File: config.mk
export PLATFORM = sky130hd
export DESIGN_NAME = fetch_queue
export DESIGN_NICKNAME = d
export VERILOG_FILES = /design/src/rtl/fetch_queue.sv
export SDC_FILE = /design/constraint.sdc
export NUM_CORES = 1
export LEC_CHECK = 0
export BUFFER_PORTS_ARGS = -buffer_cell sky130_fd_sc_hd__buf_2
export CAP_MARGIN = 20
export CORE_ASPECT_RATIO = 1.5
export CORE_MARGIN = 2
export CORE_UTILIZATION = 45
export CTS_BUF_LIST = sky130_fd_sc_hd__clkbuf_4 sky130_fd_sc_hd__clkbuf_8
export CTS_CLUSTER_SIZE = 20
export DETAILED_ROUTE_END_ITERATION = 10
export GPL_ROUTABILITY_DRIVEN = 1
export PLACE_DENSITY = 0.73
export SLEW_MARGIN = 15
export SYNTH_ARGS = -nofsm -noshare
export SYNTH_HDL_FRONTEND = slang
export SYNTH_SLANG_ARGS = --single-unit
File: constraint.sdc
create_clock -name clk -period 4.97 [get_ports clk]
set_clock_uncertainty 0.2 [all_clocks]
set_input_delay 0.497 -clock clk [delete_from_list [all_inputs] [get_ports clk]]
set_output_delay 0.497 -clock clk [all_outputs]
set_load 0.01 [all_outputs]
File: src/rtl/fetch_queue.sv
// fetch_queue: circular-buffer instruction queue between fetch and decode.
// Each entry carries {instr, pc, pc_plus4}. A redirect (flush) empties the
// queue on the next edge. The outputs are a mux of registered storage
// only, so an empty queue shows a NOP and nothing is bypassed.
module fetch_queue #(
  parameter int WIDTH         = 32,
  parameter int ADDRESS_WIDTH = 32,
  parameter int DEPTH         = 4
) (
  input  logic                       clk,
  input  logic                       rst,
  input  logic                       flush,
  input  logic                       in_valid,
  output logic                       in_ready,
  input  logic [WIDTH-1:0]           in_instr,
  input  logic [ADDRESS_WIDTH-1:0]   in_pc,
  input  logic [ADDRESS_WIDTH-1:0]   in_pc_plus4,
  output logic                       out_valid,
  input  logic                       out_ready,
  output logic [WIDTH-1:0]           out_instr,
  output logic [ADDRESS_WIDTH-1:0]   out_pc,
  output logic [ADDRESS_WIDTH-1:0]   out_pc_plus4,
  output logic [$clog2(DEPTH):0]     count,
  output logic                       full,
  output logic                       empty
);

  localparam int PW = $clog2(DEPTH);
  localparam int CW = PW + 1;
  localparam logic [31:0] NOP_INSTR = 32'h0000_0013;

  logic [WIDTH-1:0]         instr_mem [DEPTH];
  logic [ADDRESS_WIDTH-1:0] pc_mem    [DEPTH];
  logic [ADDRESS_WIDTH-1:0] pc4_mem   [DEPTH];

  logic [PW-1:0] wr_ptr_q, wr_ptr_d;
  logic [PW-1:0] rd_ptr_q, rd_ptr_d;
  logic [CW-1:0] count_q, count_d;

  logic push;
  logic pop;

  assign full      = (count_q == CW'(DEPTH));
  assign empty     = (count_q == '0);
  assign in_ready  = !full;
  assign out_valid = !empty;
  assign count     = count_q;

  assign push = in_valid && in_ready;
  assign pop  = out_valid && out_ready;

  // Next-state for pointers and occupancy; flush overrides any handshake.
  always_comb begin
    wr_ptr_d = wr_ptr_q;
    rd_ptr_d = rd_ptr_q;
    count_d  = count_q;
    if (flush) begin
      wr_ptr_d = '0;
      rd_ptr_d = '0;
      count_d  = '0;
    end else begin
      // DEPTH is a power of two, so the natural PW-bit overflow is the wrap.
      if (push) wr_ptr_d = wr_ptr_q + PW'(1);
      if (pop)  rd_ptr_d = rd_ptr_q + PW'(1);
      if (push && !pop)      count_d = count_q + CW'(1);
      else if (pop && !push) count_d = count_q - CW'(1);
    end
  end

  // Pointer and occupancy registers, cleared asynchronously by rst.
  always_ff @(posedge clk or posedge rst) begin
    if (rst) begin
      wr_ptr_q <= '0;
      rd_ptr_q <= '0;
      count_q  <= '0;
    end else begin
      wr_ptr_q <= wr_ptr_d;
      rd_ptr_q <= rd_ptr_d;
      count_q  <= count_d;
    end
  end

  // Entry storage; no reset needed since stale entries are never visible.
  always_ff @(posedge clk) begin
    if (push && !flush) begin
      instr_mem[wr_ptr_q] <= in_instr;
      pc_mem[wr_ptr_q]    <= in_pc;
      pc4_mem[wr_ptr_q]   <= in_pc_plus4;
    end
  end

  // Head view: NOP and zero PCs when empty, otherwise the entry at rd_ptr.
  always_comb begin
    out_instr    = WIDTH'(NOP_INSTR);
    out_pc       = '0;
    out_pc_plus4 = '0;
    if (!empty) begin
      out_instr    = instr_mem[rd_ptr_q];
      out_pc       = pc_mem[rd_ptr_q];
      out_pc_plus4 = pc4_mem[rd_ptr_q];
    end
  end

endmodule
# Word-level counts from Yosys, hierarchy flattened
# Memory sizes are Yosys's and may differ from the RTL's.
# Cells that the tools add are included.
dict set report word_totals {
  ram_bits 384
  register_bits 7
  memories 3
}
# name depth word_bits read_ports rd_ports_with_merged_regs write_ports line_no
set mem_list {}
lappend mem_list {instr_mem 4 32 1 0 1 32} ;# logic [WIDTH-1:0] instr_mem [DEPTH];
lappend mem_list {pc4_mem 4 32 1 0 1 34} ;# logic [ADDRESS_WIDTH-1:0] pc4_mem [DEPTH];
lappend mem_list {pc_mem 4 32 1 0 1 33} ;# logic [ADDRESS_WIDTH-1:0] pc_mem [DEPTH];
dict set report classes {
  n_reduce_logical 14
  add_sub_neg 4
  n_eq_ne 1
  muxes 12
}
# op n
set ops {}
lappend ops {{$mux W32} 3}
lappend ops {{$mux W3} 3}
lappend ops {{$mux W2} 4}
lappend ops {{$logic_and A1 B1 Y1} 5}
lappend ops {{$logic_not A1 Y1} 5}
lappend ops {{$add A2 B1 Y2 const B} 2}
lappend ops {{$reduce_bool A2 Y1} 2}
lappend ops {{$add A3 B1 Y3 const B} 1}
lappend ops {{$eq A3 B3 Y1 const B} 1}
lappend ops {{$logic_not A3 Y1} 1}
lappend ops {{$reduce_bool A3 Y1} 1}
lappend ops {{$sub A3 B1 Y3 const B} 1}
lappend ops {{$mux W1} 2}

# Logic depth before layout (Yosys ltp)
dict set report depth {
  depth_word 8
  mapped_depth 9
  depth_no_buf 8
}

# Worst setup path before layout
# OpenSTA, ideal clock, no wires.
dict set report synth_timing {
  kind {reg2reg}
  start {reg count_q[2] (netlist: count[2])}
  end {mem instr_mem[0][0] (enable)}
  t_arrival_ns 3.341
  period_less_slack_ns 4.007
  required_ns 4.304
  path_slack_ns 0.963
  path_stages_with_launch 6
  cell_sequence {dfrtp_1 -> buf_4 -> or3b_2 -> nand2_1 -> nor2_1 -> and2_1}
}
dict set report synth_between {
  elab_chain_len 6
}
# element line_no
set synth_lines {}
lappend synth_lines {{start, declared} 38} ;# logic [CW-1:0] count_q, count_d;
lappend synth_lines {{start signal, assigned} 79} ;# count_q <= count_d;
lappend synth_lines {{$eq A3 B3 Y1} 43} ;# assign full = (count_q == CW'(DEPTH));
lappend synth_lines {{$logic_not A1 Y1} 45} ;# assign in_ready = !full;
lappend synth_lines {{net in_ready} 14} ;# output logic in_ready,
lappend synth_lines {{$logic_and A1 B1 Y1} 49} ;# assign push = in_valid && in_ready;
lappend synth_lines {{$logic_and A1 B1 Y1} 85} ;# if (push && !flush) begin
lappend synth_lines {{$mux W1} 85}
lappend synth_lines {{$mux W1 (implied by the code)} 86} ;# instr_mem[wr_ptr_q] <= in_instr;
lappend synth_lines {{end, declared} 32}
# The timed path passes the listed nets, and every way through them passes these cells.

# Worst setup path after layout
dict set report layout_timing {
  start {reg count_q[2] (netlist: count[2])}
  end {out out_instr[1]}
}
dict set report layout_between {
  elab_chain_len 2
}
# element line_no
set layout_lines {}
lappend layout_lines {{$logic_not A3 Y1} 44} ;# assign empty = (count_q == '0);
lappend layout_lines {{$mux W32} 97} ;# if (!empty) begin
lappend layout_lines {{end, declared} 20} ;# output logic [WIDTH-1:0] out_instr,
# Every way passes these cells.

==> results.md <==
- Synthesis inferred 391 register bits.
- Data on the critical path arrives at its endpoint at 3.03 ns.
- The number of setup buffers added after CTS is 0.
- Synthesis instantiated 34 different standard cells from the library.
- The total via count after detailed routing is 7653.
- After detailed routing, the average wire length per cell comes to 20.5 um.
- In the routed design, unresolved DRC markers number 0.
- The layout overhead on the synthesized area is 24.4%.
- The count of instances resized after the clock tree is built is 0.
- The mux contribution to synthesized area is 0.145.
- In this run the worst setup path terminates at out_instr[1].
- Of the available clock period, the critical path in the final layout requires 0.750.
- For the pin with the worst max-slew slack, the measured transition is 0.929 ns.
- After the first detailed-routing iteration, the DRC count stood at 367.
- Across every metal layer, demand over resource in global routing totals 0.173.
- Counting the buffers created by CTS gives 57.
- Setup total negative slack on the finished layout was measured at 0 ns.
- Counting along the longest clock path gives a buffer depth of 3.
- For this design the top-level I/O count stands at 204.
- In this run the critical register-to-register path is launched from count[2]$_DFFE_PP0P_.
- Leaving out fill and tap cells, the most frequent cell in the layout is sky130_fd_sc_hd__edfxtp_1.
- The leakage power total is 6.50 nW.
- After floorplanning, the core was sized to cover 0.0331 sq mm.
- The critical path is of the register to primary output type.
- The worst path needs 3.73 ns of the cycle, external delays included.
- In this run the worst hold path is classified as input port to register.
- The clock sink count is 391.
- The kind of start point of the critical path is a register.
- In the post-route analysis, the smallest setup slack over all paths is 1.24 ns.
- For this run, the number of Yosys warnings is 0.
- The critical path startpoint is count[2]$_DFFE_PP0P_.
- The detailed-placement wirelength estimate is 16.7 mm.
- The effective utilization at floorplan is 0.453.
- Across the VDD grid, the largest voltage drop is 374 uV.
- The total of max-cap violations is 0.
- Measured in cells, the most critical reg-to-reg path has a length of 5.
- The post-detailed-route count of antenna-violating nets is 0.
- The xor and xnor fraction of the mapped netlist area is 0.00233.
- The max-slew violation count is 0.
- On the critical path, the stage with the largest delay is an instance of sky130_fd_sc_hd__or3_2.
- Before antenna repair, the detailed router went through 4 iterations.
- Clock-pin slew was measured on the worst setup and hold paths at 0.06 ns.
- The worst pin sits at a relative slew slack of 0.380.
- The multi-input gate area in the final layout is 0.00310 sq mm.
- The floorplan step set the die height to 228 um.
- The die outline area is 0.0349 sq mm.
- Entering global routing, the biggest net connects 69 pins.
- The aggregate routed wire length is 30.3 mm.
- Fill cells in the final layout number 2467.
- The cell row count is 82.
- Setup repair after global routing left no endpoint under its margin.
- In this design, the stage delay of the slowest critical-path cell is 0.67 ns.
- Based on the critical path, the design can be clocked at up to 268 MHz.
- The clock tree root buffer cell is sky130_fd_sc_hd__clkbuf_8.
- The worst register-to-register path has a setup slack of 1.97 ns.
- The portion of the post-synthesis area used by sequential elements is 0.779.
- A synthesized cell averages 22.3 sq um.
- In the layout the commonest cells are 384 x sky130_fd_sc_hd__edfxtp_1, 203 x sky130_fd_sc_hd__buf_2, 99 x sky130_fd_sc_hd__dlygate4sd3_1, 96 x sky130_fd_sc_hd__mux4_2, 93 x sky130_fd_sc_hd__and2_1.
- For this design the ratio of total power to cell area is 461 mW/mm^2.
- The initial antenna violation count was 3.
- Data on the critical path is required at its endpoint by 4.27 ns.
- In this run the cell area of the synthesized design comes to 0.0150 sq mm.
- The worst register-to-register path ends at pc_mem[0][1]$_DFFE_PP_.
- The first global-routing pass estimated 46.2 mm of wire.
- TritonCTS built the clock tree.
- For this run the aggregate overflow at the end of global routing stands at 0.
- The pre-CTS worst setup slack is 1.85 ns.
- For the worst-skew pair, the clock arrives at the later sink with an insertion delay of 0.59 ns.
- Synthesis produced 673 cells.
- The run finished with clean final reports.
- The H-tree generated during clock tree synthesis spans 2 levels.
- The number of endpoints with negative hold slack in the final report is 0.
- The number of hold buffers added after CTS is 99.
- Summing all flip-flop and latch instances after layout gives 0.0117 sq mm.
- Walking the worst path, the cells encountered are or3_2 > buf_4 > inv_1 > or2_1 > buf_2.
- The total nets after synthesis is 779.
- At the end of the flow, the number of nets in the layout was 1115.
- The quantity of I/O buffers inserted on ports is 203.
- By area, the combinational part of the netlist is dominated by multiplexers.
- The overall die width is 153 um.
- The largest fanout of any net on the critical path is 54.
- Of the total synthesized cell area, the portion taken by full adders, half adders and majority gates is 0.00466.
- The via density per instance is 5.19.
- Setup violations remaining at the end of the flow were counted as 0.
- The congestion estimate from routability-driven global placement came to 0.744.
- The number of global-route vias before repair is 8429.
- The final total power is 0.00863 W.
- Of the total synthesized cell area, the portion taken by AND, OR, NAND and NOR gates is 0.0470.
- The layout cell share with drive strength beyond 1 is 0.391.
- The tightest hold path in the finished design has a slack of 0.154 ns.
- STA classifies the critical path endpoint as a primary output.
- The share of the synthesized area in compound gates (AO/OA/AOI/OAI) is 0.00683.
where the power goes:
part	internal, W	total [W]	leakage [nW]	switching [W]
Sequential	0.00381	0.00394	3.58	0.000132
Clock	0.00147	0.00264	0.624	0.00117
Combinational	0.00100	0.00205	2.30	0.00105
Total	0.00628	0.00863	6.50	0.00235
how the worst min path moves through the flow:
stage / startpoint / to / slack, ns / cells after the start
global route: out_ready / rd_ptr_q[0]$_DFFE_PP0P_ / 0.15 / 4
detailed placement: rst / count[0]$_DFFE_PP0P_ / 0.24 / 2
finish: out_ready / rd_ptr_q[0]$_DFFE_PP0P_ / 0.15 / 4
CTS: out_ready / rd_ptr_q[0]$_DFFE_PP0P_ / 0.10 / 4
floorplan: rst / count[0]$_DFFE_PP0P_ / 0.10 / 1
global placement: rst / count[0]$_DFFE_PP0P_ / 0.24 / 2
metal layers:
| layer | part of all wire | track usage |
|---|---|---|
| met5 | 0 | 0 |
| met2 | 0.54 | 0.319 |
| met1 | 0.38 | 0.193 |
| met3 | 0.046 | 0.0338 |
| met4 | 0.035 | 0.0752 |
metrics by stage:
step	area, sq um	util	std cells
finish	18700	0.564	1475
global route	18700	0.564	1475
CTS	18700	0.564	1472
detailed placement	16500	0.499	1271
global placement	16500	0.499	1271
floorplan	15000	-	673
critical path, delay by kind of cell, from the launching register on:
kind | cells | cell delay (ns)
DFF | 1 | 0.49
buffers and inverters | 3 | 0.94
and+or+nand+nor | 2 | 0.95
cell type report:
class                           count  area share
Clock buffer                       74      0.0494
Clock inverter                     28      0.0136
Multi-Input combinational cell    237       0.166
Inverter                            8     0.00161
Tap cell                          420      0.0281
Antenna cell                        3    0.000401
Timing Repair Buffer              314       0.115
Sequential cell                   391       0.626
Yosys cell counts, drive strengths merged:
cell type,number,area [sq um]
a2111o,1,11.3
a21boi,1,7.51
a21o,1,7.51
a21oi,3,15.0
a221oi,1,8.76
a311oi,1,8.76
a32oi,1,8.76
and2,97,607
buf,19,138
clkbuf,18,67.6
dfrtp,7,175
edfxtp,384,11500
fa,1,20.0
ha,4,50.1
inv,8,30.0
mux2i,1,10.0
mux4,96,2160
nand2,4,15.0
nand3,3,15.0
nand4b,1,8.76
nor2,4,15.0
nor3,1,5.00
o211ai,1,7.51
o21ai,4,20.0
o31ai,1,7.51
or2,4,25.0
or3,1,6.26
or3b,1,8.76
xnor2,1,8.76
xor2,3,26.3
state kept, by name, summed over array words and instances, names as in the netlist:
signal,count
pc_mem,128
wr_ptr_q,2
count,3
rd_ptr_q,2
instr_mem,128
pc4_mem,128
logic make-up (layout without fill, tap and decap cells):
family | Yosys count | after routing
other | 0 | 3
muxes | 97 | 97
and+or+nand+nor | 116 | 116
adders and majority gates | 5 | 5
DFF | 391 | 391
xor gates and xnor gates | 4 | 4
buffers and inverters | 45 | 424
AOI/OAI and AO/OA | 15 | 15
(Power assumes the default switching activity.)
